<file path="src/rtl/rrf_tag_alloc_ctrl.sv">
// Rename register file tag allocator: in-order circular allocation to two decode
// slots, in-order retire, flush back to the retire point, occupancy reporting.
module rrf_tag_alloc_ctrl #(
  parameter int RRF_DEPTH = 32,
  parameter int TAG_W     = 5
) (
  input  logic             clk,
  input  logic             rst,
  input  logic             alloc_req_A,
  input  logic             alloc_req_B,
  output logic             alloc_gnt_A,
  output logic             alloc_gnt_B,
  output logic [TAG_W-1:0] alloc_tag_A,
  output logic [TAG_W-1:0] alloc_tag_B,
  output logic             wrA_rrError,
  output logic             wrB_rrError,
  input  logic             ret_en_A,
  input  logic             ret_en_B,
  output logic [TAG_W-1:0] ret_tag_A,
  output logic [TAG_W-1:0] ret_tag_B,
  output logic             ret_err,
  input  logic             flush,
  output logic [TAG_W:0]   free_cnt,
  output logic             full,
  output logic             empty
);

  localparam logic [TAG_W:0] DEPTH_V = (TAG_W+1)'(RRF_DEPTH);

  logic [TAG_W-1:0] head_q, head_d;
  logic [TAG_W-1:0] tail_q, tail_d;
  logic [TAG_W:0]   occ_q, occ_d;

  logic [TAG_W:0] free_now;
  logic [TAG_W:0] n_req_ret;
  logic [TAG_W:0] n_ret;
  logic [TAG_W:0] n_gnt;
  logic           raw_gnt_A;
  logic           raw_gnt_B;
  logic           quiet;

  always_comb begin
    free_now  = DEPTH_V - occ_q;
    quiet     = rst | flush;

    raw_gnt_A = alloc_req_A & (free_now >= (TAG_W+1)'(1));
    raw_gnt_B = alloc_req_B & (alloc_req_A ? (free_now >= (TAG_W+1)'(2))
                                           : (free_now >= (TAG_W+1)'(1)));

    alloc_gnt_A = raw_gnt_A & ~quiet;
    alloc_gnt_B = raw_gnt_B & ~quiet;
    wrA_rrError = alloc_req_A & ~raw_gnt_A & ~quiet;
    wrB_rrError = alloc_req_B & ~raw_gnt_B & ~quiet;

    // B shares the tail slot when A is idle
    alloc_tag_A = tail_q;
    alloc_tag_B = tail_q + TAG_W'(alloc_req_A);

    n_req_ret = (TAG_W+1)'(ret_en_A) + (TAG_W+1)'(ret_en_B);
    n_ret     = (n_req_ret > occ_q) ? occ_q : n_req_ret;
    ret_err   = (n_req_ret > occ_q) & ~quiet;
    ret_tag_A = head_q;
    ret_tag_B = head_q + TAG_W'(ret_en_A);

    n_gnt  = (TAG_W+1)'(alloc_gnt_A) + (TAG_W+1)'(alloc_gnt_B);
    head_d = head_q + n_ret[TAG_W-1:0];
    if (flush) begin
      tail_d = head_d;
      occ_d  = '0;
    end else begin
      tail_d = tail_q + n_gnt[TAG_W-1:0];
      occ_d  = occ_q + n_gnt - n_ret;
    end

    free_cnt = free_now;
    full     = (occ_q == DEPTH_V);
    empty    = (occ_q == '0);
  end

  always_ff @(posedge clk) begin
    if (rst) begin
      head_q <= '0;
      tail_q <= '0;
      occ_q  <= '0;
    end else begin
      head_q <= head_d;
      tail_q <= tail_d;
      occ_q  <= occ_d;
    end
  end

endmodule

</file>
<file path="config.mk">
export PLATFORM = sky130hd
export DESIGN_NAME = rrf_tag_alloc_ctrl
export DESIGN_NICKNAME = d
export VERILOG_FILES = /design/src/rtl/rrf_tag_alloc_ctrl.sv
export SDC_FILE = /design/constraint.sdc
export NUM_CORES = 1
export LEC_CHECK = 0
export ABC_AREA = 1
export CAP_MARGIN = 20
export CORE_MARGIN = 3
export CORE_UTILIZATION = 41
export CTS_CLUSTER_DIAMETER = 30
export CTS_CLUSTER_SIZE = 24
export DETAILED_ROUTE_END_ITERATION = 10
export PLACE_DENSITY = 0.69
export SYNTH_ARGS = -nofsm -noshare
export SYNTH_HDL_FRONTEND = slang
export SYNTH_SLANG_ARGS = --single-unit
</file>
<file path="constraint.sdc">
create_clock -name clk -period 4.6 [get_ports clk]
set_clock_uncertainty 0.2 [all_clocks]
set_input_delay 1.38 -clock clk [delete_from_list [all_inputs] [get_ports clk]]
set_output_delay 1.38 -clock clk [all_outputs]
set_load 0.01 [all_outputs]
</file>
==> results of run 1 <==
timing repair:
item,in CTS,in global routing
buffers inserted,0,1
resized for setup,9,6
setup endpoints to repair,5,4
gates cloned,0,0
pin swaps,2,1
cells by family after synthesis:
| logic type | after synthesis | share of synthesized area (%) |
|---|---|---|
| buffers and inverters | 42 | 10.9 |
| and+or+nand+nor | 76 | 22.3 |
| DFF | 16 | 21.5 |
| xor gates and xnor gates | 12 | 7.57 |
| adders and majority gates | 31 | 28.1 |
| AOI/OAI and AO/OA | 23 | 9.59 |
worst register-to-register path: cells and delay by family, from the launching register on:
| kind | cells | cell delay, ps |
|---|---|---|
| AOI/OAI and AO/OA | 3 | 270 |
| buffers and inverters | 5 | 360 |
| and+or+nand+nor | 7 | 720 |
| xor gates and xnor gates | 1 | 190 |
| DFF | 1 | 490 |
| adders and majority gates | 5 | 1360 |
power breakdown:
group          switching (W)  total (W)  internal, W
clock network      0.0000519   0.000100    0.0000483
registers          0.0000751   0.000265     0.000190
logic               0.000582    0.00116     0.000575
total               0.000709    0.00152     0.000814
metal layers:
layer / track usage (%) / share of wire [%]
met1: 24.8 / 51
met2: 26.9 / 44
met3: 1.53 / 3.7
met4: 4.57 / 1.1
met5: 0 / 0
layout by cell type (no fill, tap or decap), types with 2 or more instances in the layout:
cell type	Yosys	routed
a21oi_1	10	9
buf_4	1	17
clkbuf_4	0	3
clkdlybuf4s50_1	0	32
dfxtp_1	16	16
dlygate4sd2_1	0	4
dlymetal6s2s_1	0	2
fa_1	4	3
ha_1	27	26
inv_1	35	35
inv_2	4	4
nand2_1	30	30
nand2_2	2	2
nand3_1	17	17
nand4_1	3	3
nor2_1	19	19
nor2_2	4	4
o21ai_0	3	3
o21ai_1	5	3
o21ai_2	0	2
o22a_1	2	2
xnor2_1	5	5
xor2_1	6	6
registers in the layout, indices dropped and copies added, names as in the netlist:
name / flops
alloc_tag_A: 5
ret_tag_A: 5
occ_q: 6
how the worst max path moves through the flow:
stage / depth (start not counted) / start / to / slack, ps
5_1_grt: 20 / ret_en_B / occ_q[5] / -80
2_1_floorplan: 17 / ret_en_A / occ_q[4] / 280
6_report: 10 / ret_en_B / ret_err / 80
3_5_place_dp: 10 / ret_en_A / ret_err / -350
4_1_cts: 9 / alloc_req_A / alloc_gnt_B / 10
3_3_place_gp: 10 / ret_en_A / ret_err / -340
metrics by stage:
step / TNS, ps / std cells / total power (W) / utilization (%)
6_report: 0 / 304 / 0.00152 / 61.7
5_1_grt: -208 / 304 / 0.00169 / 61.7
4_1_cts: 0 / 303 / 0.00150 / 61.0
3_5_place_dp: -1160 / 299 / 0.00140 / 59.8
3_3_place_gp: -760 / 299 / 0.00138 / 59.8
2_1_floorplan: 0 / 200 / 0.000920 / -
area by class of cell:
class,instances,share of cell area [%]
well taps,46,2.73
inverters,40,7.12
flip-flops and latches,16,15.2
repair buffers,56,24.3
clock buffers,4,1.72
multi-input cells,142,48.9
==> summary.md, run 1 <==
| Metric | Value |
|---|---|
| Status | finished, final reports clean |
| Relative slew slack | 79.9% |
| Final hold violations | 0 |
| WS Path Type | in2out |
| Layout area overhead | 41.7% |
| CTS Root Cell | clkbuf_4 |
| Dpl hpwl | 2930 um |
| Area leader, netlist | ha_1 |
| Critical path, cell by cell | clkdlybuf4s50_1, ha_4, inv_1, ha_1, nand2_1, inv_2, nor2_2, nand2_2, nor2_1, buf_2 |
| R2R setup slack | 910 ps |
| PwrDens | 722 nW/um^2 |
| Later-pin clock latency in the skew report | ~300 ps |
| Synth cell types | 25 |
| Area share of the largest cell type after synthesis | a little under a quarter |
| Hold buffer count at CTS | 0 |
| CP Data Arrival Time | roughly 2900 ps |
| Flops & latches, synth | 16 |
| 1st-iter DRT viols | 30 |
| Slew Limit Fails | 0 |
| CORE AREA | 3420 um^2 |
| Max-cap viol count | 0 |
| CP required | 3020 ps |
| Worst Path Buf+Inv | 4 |
| Syn_nets | 238 |
| Pin count of the biggest net entering global routing | 10 |
| Filler Cell Count | between 300 and 400 |
| CTS sink count | 16 |
| Dominant synthesized flop cell | dfxtp_1 |
| R2R cell count | 21 |
| Final Cycle Share | 98.2% |
| Worst-Margin Slew | roughly 300 ps |
| I/O pin cnt | 40 |
| Hold_ws | around 460 ps |
| Die area | approximately 4400 um^2 |
| Reg2Reg Launch Point | occ_q[1] |
| Pre-CTS setup slack | -349 ps |
| Endpoints failing setup | 0 |
| WHS Endpoint | alloc_tag_A[3] |
| Worst path slowest cell | clkdlybuf4s50_1 |
| Hold Path Depth | 3 |
| First-pass GRT wire length | 5890 um |
| Crit-path max FO | 2 |
| Detailed Routing Iterations Pass 1 | 4 |
| TritonCTS clock tree | yes |
| Cell count after synthesis | 200 |
| Multi-input gate area | 1030 um^2 |
| Final #Nets | 297 |
| Syn Std Cell Area | 1490 um^2 |
| GPL Wtd Cong | 0.789 |
| Die span in x | 66.2 um |
| Hold_sp | alloc_tag_A[3] |
| Max VDD drop | 0.331 mV |
| Initial Util | 43.6% |
| Syn. warnings | 0 |
| TritonCTS buffer count | 3 |
| Seq/Total Area, Yosys | between 20% and 30% |
| Static Leak | approximately 1.1 nW |
| GRT overflow | 0 |
| Antenna fix cells | 0 |
| Clock buffer depth | 2 |
| RSZ-0062 raised after global routing | yes |
| H-tree depth | 1 |
| Hold Path Class | reg2reg |
| Gr usage total | 17.1% |
| Routed length per placed instance | 11.5 um |
| Post-synth ARST share | 0% |
| Minimum clock period | 4520 ps |
| Largest delay contributor family on the critical path | buffers and inverters |
| Post-synth EDFFs | 0 |
| Via/cell ratio | 4.63 |
| Placed Area | 2040 um^2 |
| PortBufs | 39 |
| Top-count cell post-synth | inv_1 |
| Via count | 1406 |
| WL final | 3490 um |
| Seq. cell area | 320 um^2 |
| Post-DRT Antenna Nets | 0 |
| Worst-path clk slew | 100 ps |
| Most frequent cells after synthesis | inv_1 (35), nand2_1 (30), ha_1 (27) |
| Initial antenna violation count | 0 |
| Vias in the first global route | 1311 |
| Die height | between 60 and 70 um |
| Post-Layout Inst Area | 2110 um^2 |
| Crit end category | output pin |
| Layout cell share with drive strength beyond 1 | 15.1% |
| Worst setup SP type | primary input |
| Syn Area/Cell | 7.44 um^2 |
| Rows | 21 |
| Crit path largest cell delay | 450 ps |
| FF-to-FF End | occ_q[4] |
| DR DRC count | 0 |
| Synth top area cells | ha_1 (23%), dfxtp_1 (22%), inv_1 (8.8%) |
| Fin worst setup slack | 81.4 ps |
| Highest Clock Rate | between 200 and 250 MHz |
No activity file was read; power rests on OpenSTA's default activity.
==> run 2: changes to the inputs <==
==> constraint.sdc (replaced) <==
create_clock -name clk -period 4.6 [get_ports clk]
set_clock_uncertainty 0.2 [all_clocks]
set_input_delay 1.38 -clock clk [delete_from_list [all_inputs] [get_ports clk]]
set_output_delay 1.38 -clock clk [all_outputs]
set_load 0.05 [all_outputs]
==> run 2 against run 1 <==
  * Core utilization up 4.0 points
  * Register-to-register slack worse by 50 ps
  * Critical path type unchanged
  * Largest cell class unchanged
  * Critical endpoint is now alloc_tag_B[4]
  * Cell count down 0.99%
  * Critical path depth down 4
  * Fmax up 0.94%
  * Die area unchanged
==> summary.md, run 2 (synthesized netlist as in run 1, its figures left out) <==
| Metric | Value |
|---|---|
| PortBufs | 39 (unchanged) |
| Crit-path max FO | 3 (+1) |
| TritonCTS buffer count | 3 (unchanged) |
| Relative slew slack | 66.9% (-13 points) |
| Largest delay contributor family on the critical path | buffers and inverters |
| Max FFs per register | 6 (unchanged) |
| GPL Wtd Cong | 0.829 (+5.0%) |
| Antenna fix cells | 0 (unchanged) |
| Fin worst setup slack | 123 ps (+41.9 ps) |
| CTS sink count | 16 (unchanged) |
| Detailed Routing Iterations Pass 1 | 4 (unchanged) |
| H-tree depth | 1 (unchanged) |
| CP dominant cell by count | ha_1 |
| Crit path largest cell delay | 510 ps (+60 ps) |
| DR DRC count | 0 (unchanged) |
| Top reg by flops | occ_q |
| Hold_ws | 444 ps (-11.5 ps) |
| RSZ-0062 raised after global routing | no |
| Via/cell ratio | 4.76 (+2.9%) |
| Vias in the first global route | 1370 (+4.5%) |
| Die span in x | 66.2 um (unchanged) |
| WS Path Type | in2out |
| Layout cell share with drive strength beyond 1 | 19.6% (+4.5 points) |
| CP Data Arrival Time | 2900 ps (-40 ps) |
| Clock buffer depth | 2 (unchanged) |
| CP required | 3020 ps (about the same) |
| Endpoints failing setup | 0 (unchanged) |
| Hold buffer count at CTS | 0 (unchanged) |
| Die height | 66.2 um (unchanged) |
| Initial antenna violation count | 0 (unchanged) |
| Dpl hpwl | 3020 um (+3.2%) |
| CORE AREA | 3420 um^2 (unchanged) |
| Final hold violations | 0 (unchanged) |
| Final Cycle Share | 97.3% (-0.91 points) |
| Crit end category | output pin |
| Placed Area | 2160 um^2 (+5.9%) |
| Most used cells in the layout excluding fill and tap cells | inv_1 (35), nand2_1 (30), ha_1 (25) |
| Post-Layout Inst Area | 2240 um^2 (+6.4%) |
| Commonest non-fill, non-tap cell in the layout | inv_1 |
| Minimum clock period | 4480 ps (-41.9 ps) |
| Worst setup SP type | primary input |
| GRT overflow | 0 (unchanged) |
| Worst Path Buf+Inv | 2 (-2) |
| Worst-Margin Slew | 495 ps (+194 ps) |
| Gr usage total | 17.5% (+0.40 points) |
| Worst-path clk slew | 100 ps (about the same) |
| Routed length per placed instance | 11.9 um (+3.9%) |
| I/O pin cnt | 40 (unchanged) |
| Rows | 21 (unchanged) |
| Pin count of the biggest net entering global routing | 10 (unchanged) |
| Hold Path Class | reg2reg |
| Status | finished, final reports clean |
| Later-pin clock latency in the skew report | 290 ps (about the same) |
| Final #Nets | 294 (-1.0%) |
| TritonCTS clock tree | yes |
| WL final | 3590 um (+2.9%) |
| CTS Root Cell | clkbuf_4 |
| 1st-iter DRT viols | 27 (-10%) |
| R2R setup slack | 860 ps (-50 ps) |
| Layout area overhead | 50.8% |
| Critical path, cell by cell | clkdlybuf4s50_1, ha_1, ha_1, nand3_1, xnor2_1, buf_12 |
| Via count | 1432 (+1.8%) |
| Pre-CTS setup slack | -236 ps (+113 ps) |
| Die area | 4390 um^2 (unchanged) |
| Initial Util | 43.6% (unchanged) |
| Max-cap viol count | 0 (unchanged) |
| Worst path slowest cell | clkdlybuf4s50_1 |
| First-pass GRT wire length | 5980 um (+1.5%) |
| Highest Clock Rate | 223 MHz (+0.94%) |
| Slew Limit Fails | 0 (unchanged) |
| Post-DRT Antenna Nets | 0 (unchanged) |
-- run 2: routing by layer --
layer / vias to the layer above / part of all wire [%] / GRT usage [%]
met1: 652 / 47 / 22.8
met4: 0 / 0.95 / 5.33
met2: 30 / 48 / 30.0
met5: - / 0 / 0
met3: 4 / 4.4 / 2.04
li1: 746 / - / -
-- run 2: timing repair --
item,CTS,global route
gates resized for setup,4,4
setup buffers,1,1
pin swaps,2,4
endpoints found under the setup margin,1,2
-- run 2: area by class of cell --
class | count | area (um^2)
Inverter | 40 | 150
Fill cell | 309 | 1170
Tap cell | 46 | 57.6
Sequential cell | 16 | 320
Timing Repair Buffer | 53 | 647
Clock buffer | 4 | 36.3
Multi-Input combinational cell | 142 | 1030
-- run 2: metrics by stage --
stage,instances,util [%],setup TNS [ps]
finish,301,65.7,0
global route,301,65.7,0
CTS,300,65.2,0
detailed placement,295,63.3,-408
global placement,295,63.3,-170
floorplan,200,-,0
-- run 2: final timing paths --
kind                                startpoint        endpoint  cells after the start
worst max-delay path               alloc_req_A  alloc_tag_B[4]                      6
worst min-delay path            alloc_tag_A[3]  alloc_tag_A[3]                      3
worst max register to register        occ_q[1]        occ_q[4]                     21
worst min register to register  alloc_tag_A[3]  alloc_tag_A[3]                      3
-- run 2: worst min-delay path: stages, from the launching register on --
cell	delay [ps]
dfxtp_1	340
inv_1	100
a21oi_1	70
a21oi_1	100
Power of run 2 is left out: the tool's default activity adds up to more than one toggle a clock period on the data nets, which glitch-free logic cannot reach.
==> run 3: changes to the inputs <==
--- a/config.mk
+++ b/config.mk
@@ -13,6 +13,7 @@
 export CTS_CLUSTER_SIZE = 24
 export DETAILED_ROUTE_END_ITERATION = 10
 export PLACE_DENSITY = 0.69
+export SLEW_MARGIN = 20
 export SYNTH_ARGS = -nofsm -noshare
 export SYNTH_HDL_FRONTEND = slang
 export SYNTH_SLANG_ARGS = --single-unit
==> results of run 3 <==
Final layout, timing and power as in run 2 (identical DEF).
Power of run 3 is left out for the same reason.
==> RTL edit 1: new RTL, flow settings as in run 3 <==
`RRF_DEPTH`: 32 -> 24.
--- a/src/rtl/rrf_tag_alloc_ctrl.sv
+++ b/src/rtl/rrf_tag_alloc_ctrl.sv
@@ -2,5 +2,5 @@
 // slots, in-order retire, flush back to the retire point, occupancy reporting.
 module rrf_tag_alloc_ctrl #(
-  parameter int RRF_DEPTH = 32,
+  parameter int RRF_DEPTH = 24,
   parameter int TAG_W     = 5
 ) (
Check against the original RTL: not equivalent (a bounded check fails within 4 cycles, from zero or initial values and one cycle with rst high).
==> RTL edit 1 against run 3 <==
Worst setup slack improved by 29 ps; count of clock-buffer cells in the layout unchanged; sequential share of layout area is 0.26 points higher; fmax increased by 0.65%; wire length decreased by 3.7%; global-route usage shrank 0.11 points; sequential cell count did not move; cell area is 1.8% lower; area after synthesis is 0.59% lower; highest routed layer unchanged.
==> RTL edit 1: results (changes against run 3) <==
* Status: finished clean (unchanged)
* Number of DRC markers in iteration 0 at 55 (was 27)
* M2 GR Usage at 0.272 (was 0.300)
* Fraction of layout cells with a size suffix above 1 at 0.175 (was 0.196)
* Reg clk slew, reported paths at 100 ps (about the same)
* Post-synth top flop: dfxtp_1 (unchanged)
* Synth Instances at 200 (unchanged)
* Util after Layout at 0.645 (was 0.657)
* Largest net degree at the start of global routing at 10 (unchanged)
* LEAKAGE at 1.09 nW
* Post-synth ARST share at 0 (unchanged)
* Hpwl dp at 2.93 mm (was 3.02 mm)
* CTS Buf Count at 3 (unchanged)
* Crit path DAT at 2870 ps (was 2900 ps)
* Top post-synthesis cells by count: 35 x nand2_1, 30 x inv_1, 27 x ha_1 (was 35 x inv_1, 30 x nand2_1, 27 x ha_1)
* N_diodes at 0 (unchanged)
* MaxCap Viol Count at 0 (unchanged)
* Slew headroom at 0.663 (was 0.669)
* CP Max Fanout at 5 (was 3)
* Routed wl met2 at 1.56 mm (was 1.72 mm)
* Max stage delay on crit path at 270 ps (was 510 ps)
* Vias per std cell at 4.69 (was 4.76)
* Met3 Use GR at 0.0238 (was 0.0204)
* Gr usage total at 0.174 (was 0.175)
* Initial antenna violation count at 0 (unchanged)
* Max reg flops at 6 (unchanged)
* Root buf cell: clkbuf_4 (unchanged)
* First-pass GRT wire length at 5.96 mm (was 5.98 mm)
* Clock latency on the worst-skew pair at 290 ps (about the same)
* Slowest stage cell, crit path: ha_4 (was clkdlybuf4s50_1)
* Distinct cells, synth at 28 (was 25)
* Largest cells by area after synthesis: ha_1 23%, dfxtp_1 22%, nand2_1 8.9% (was ha_1 23%, dfxtp_1 22%, inv_1 8.8%)
* Cell family with most CP delay: adder cells (was buffers and inverters)
* Syn_nets at 238 (unchanged)
* GR Util met1 at 0.250 (was 0.228)
* GPL Wtd Cong at 0.871 (was 0.829)
* Met3 wire len at 162 um (was 158 um)
* Final std cells w/o fill at 298 (was 301)
* DP Cell Count at 294 (was 295)
* Hold Path Class: flip-flop to flip-flop (unchanged)
* Wire per inst at 11.6 um (was 11.9 um)
* DR top layer: met4 (unchanged)
* M1 WL at 1.70 mm (was 1.68 mm)
* Sequential share of the synthesized area at 0.217 (was 0.215)
* FILL cells at 278 (was 309)
* Worst vdd ir at 0.408 mV
* Clock buffer depth at 2 (unchanged)
* Drt pass-1 iters at 4 (unchanged)
* Yosys warnings at 0 (unchanged)
* Vias in the first global route at 1,299 (was 1,370)
==> RTL edit 1: layout make-up <==
class / count / area share
Sequential cell: 16 / 0.145
Tap cell: 46 / 0.0261
Clock buffer: 4 / 0.0165
Multi-Input combinational cell: 145 / 0.465
Inverter: 36 / 0.0625
Timing Repair Buffer: 51 / 0.285
==> RTL edit 1: worst paths after layout <==
kind	start	endpoint	slack, ps	cells past startpoint
max	ret_en_A	ret_err	150	10
min	ret_tag_A[4]$_SDFF_PP0_	ret_tag_A[4]$_SDFF_PP0_	460	4
max reg2reg	occ_q[1]$_SDFF_PP0_	occ_q[4]$_SDFF_PP0_	890	22
min reg2reg	ret_tag_A[4]$_SDFF_PP0_	ret_tag_A[4]$_SDFF_PP0_	460	4
==> RTL edit 1: timing repair <==
action | in CTS | in global routing
endpoints found under the setup margin | 1 | 0
gates resized for setup | 5 | 0
setup buffers | 0 | 0
==> RTL edit 1: kinds of logic (layout without fill, tap and decap cells) <==
group | Yosys count | in the layout | share of synthesized area
buf+inv | 39 | 91 | 0.105
simple gates | 78 | 78 | 0.223
flops | 16 | 16 | 0.217
compound gates | 24 | 24 | 0.0965
fa+ha+maj | 31 | 31 | 0.283
xor+xnor | 12 | 12 | 0.0761
==> RTL edit 1: per-stage QoR <==
step           setup WS, ps  cell area (um^2)  total power, mW  setup TNS [ps]
2_1_floorplan          64.5              1480             1.15               0
3_3_place_gp           -111              2150             1.61            -201
3_5_place_dp           -232              2150             1.62            -511
4_1_cts                 145              2200             1.74               0
5_1_grt                39.7              2200             1.87               0
6_report                152              2200             1.72               0
==> RTL edit 1: power by group <==
group | internal (mW) | switching [mW] | leakage, nW
Combinational | 0.533 | 0.838 | 0.940
Clock | 0.0482 | 0.0497 | 0.0210
Sequential | 0.186 | 0.0699 | 0.132
==> RTL edit 2: new RTL, config.mk and constraints of run 3 <==
Made on the original files. Reset style: asynchronous (`rst`), changed in one clocked block.
--- a/src/rtl/rrf_tag_alloc_ctrl.sv
+++ b/src/rtl/rrf_tag_alloc_ctrl.sv
@@ -78,5 +78,5 @@
   end
 
-  always_ff @(posedge clk) begin
+  always_ff @(posedge clk or posedge rst) begin
     if (rst) begin
       head_q <= '0;
Formal check against the unedited RTL: differs if rst is asserted again (counterexample within 4 cycles, from zero or initial values and one cycle with rst high); with rst held inactive, the same outputs for 10 cycles.
==> RTL edit 2 against run 3 <==
Non-clock buffer count fell by 4; highest routed layer unchanged; worst setup slack improved by 92 ps; global-route usage rose by 1.1 points; critical endpoint unchanged; register-to-register slack worse by 90 ps; sequential share of layout area increased by 3.3 points; critical path depth stayed put; fmax up 2.1%; wire length grew 6.1%; area after synthesis increased by 2.6%; largest cell class unchanged; sequential cell count is the same; cell area rose by 1.5%.
Power is left out: the tool's default activity adds up to more than one toggle a clock period on the data nets, which glitch-free logic cannot reach.
==> RTL edit 2: results (changes against run 3) <==
* Vias per std cell at 4.87 (was 4.76)
* Syn Area/Cell at 7.83 um^2 (was 7.44 um^2)
* HP Start: ret_tag_A[0]$_DFF_PP0_ (was alloc_tag_A[3]$_SDFF_PP0_)
* Largest net degree at the start of global routing at 17 (was 10)
* Placed cell areas at 2180 um^2 (was 2160 um^2)
* Hold_ws at 391 ps (was 444 ps)
* Hold Path Sink: ret_tag_A[0]$_DFF_PP0_ (was alloc_tag_A[3]$_SDFF_PP0_)
* Seq_cells at 16 (unchanged)
* Crit path to: alloc_tag_B[4] (unchanged)
* Number of DRC markers in iteration 0 at 48 (was 27)
* Hold path cells at 1 (was 3)
* Pre-CTS WS at -173 ps (was -236 ps)
* FILL cells at 305 (was 309)
* Hpwl dp at 3.09 mm (was 3.02 mm)
* Met3 wire len at 137 um (was 158 um)
* Max frequency at 0.228 GHz (was 0.223 GHz)
* Largest cells by area after synthesis: dfrtp_1 26%, ha_1 22%, nand2_1 9.8% (was ha_1 23%, dfxtp_1 22%, inv_1 8.8%)
* Routed wl met2 at 1.77 mm (was 1.72 mm)
* GPL Wtd Cong at 0.972 (was 0.829)
* R2R setup slack at 770 ps (was 860 ps)
* Non-clock buffer count at 49 (was 53)
* Fraction of area in multi-input gates at 0.456 (was 0.460)
* Fraction of layout cells with a size suffix above 1 at 0.201 (was 0.196)
* Wire per inst at 13.1 um (was 11.9 um)
* Clock latency on the worst-skew pair at 250 ps (was 290 ps)
* GR Util met1 at 0.251 (was 0.228)
* Routed Antenna Nets at 0 (unchanged)
* Final wirelength at 3.81 mm (was 3.59 mm)
* RR Startpoint: occ_q[1]$_DFF_PP0_ (was occ_q[1]$_SDFF_PN0_)
* Invs w/o clock at 28 (was 40)
* Worst slew pin tran at 622 ps (was 495 ps)
* Reg2Reg Depth at 22 (was 21)
* Top post-synthesis cells by count: 40 x nand2_1, 27 x ha_1, 25 x inv_1 (was 35 x inv_1, 30 x nand2_1, 27 x ha_1)
* Clock-cell share at 0.0242 (was 0.0162)
* Buffering overhead at 0.273 (was 0.288)
* First-pass GRT wire length at 6.33 mm (was 5.98 mm)
* Met3 Use GR at 0.0152 (was 0.0204)
* Root buf cell: clkbuf_8 (was clkbuf_4)
* Gr usage total at 0.186 (was 0.175)
* Reg clk slew, reported paths at 70 ps (was 100 ps)
* M1 WL at 1.81 mm (was 1.68 mm)
* Clk_buf instances at 4 (unchanged)
* Yosys warnings at 0 (unchanged)
* Status: finished clean (unchanged)
* M2 GR Usage at 0.301 (was 0.300)
* Multi-input gates at 147 (was 142)
* DP Cell Count at 286 (was 295)
* RR Endpoint: occ_q[4]$_DFF_PP0_ (was occ_q[4]$_SDFF_PN0_)
* Layout Nets at 283 (was 294)
* Syn_nets at 233 (was 238)
* Register share of the cell area at 0.176 (was 0.143)
* Setup Fix Bufs, Post-CTS at 0 (was 1)
* Sequential share of the synthesized area at 0.262 (was 0.215)
* Util after Layout at 0.657 (about the same)
* # port buffers at 39 (unchanged)
* Design area at 2280 um^2 (was 2240 um^2)
==> RTL edit 2: changes by cell type after synthesis, sizes merged, moves of 2 or more <==
cell	run 3	this run
xnor2	5	3
nand2	32	44
inv	39	28
dfxtp	16	0
nand4	3	1
clkbuf	0	2
nor3	0	3
nor2	23	18
xor2	7	9
o22a	2	0
dfrtp	0	16
==> RTL edit 2: cells by family after synthesis <==
| kind of cell | Yosys count | synth area share |
|---|---|---|
| buffers and inverters | 32 | 0.0820 |
| AOI/OAI and AO/OA | 20 | 0.0721 |
| and+or+nand+nor | 84 | 0.241 |
| adders and majority gates | 31 | 0.274 |
| DFF | 16 | 0.262 |
| xor gates and xnor gates | 12 | 0.0689 |
==> RTL edit 2: timing repair <==
| item | CTS | global route |
|---|---|---|
| pin swaps | 0 | 3 |
| resized for setup | 4 | 7 |
| setup endpoints to repair | 1 | 4 |
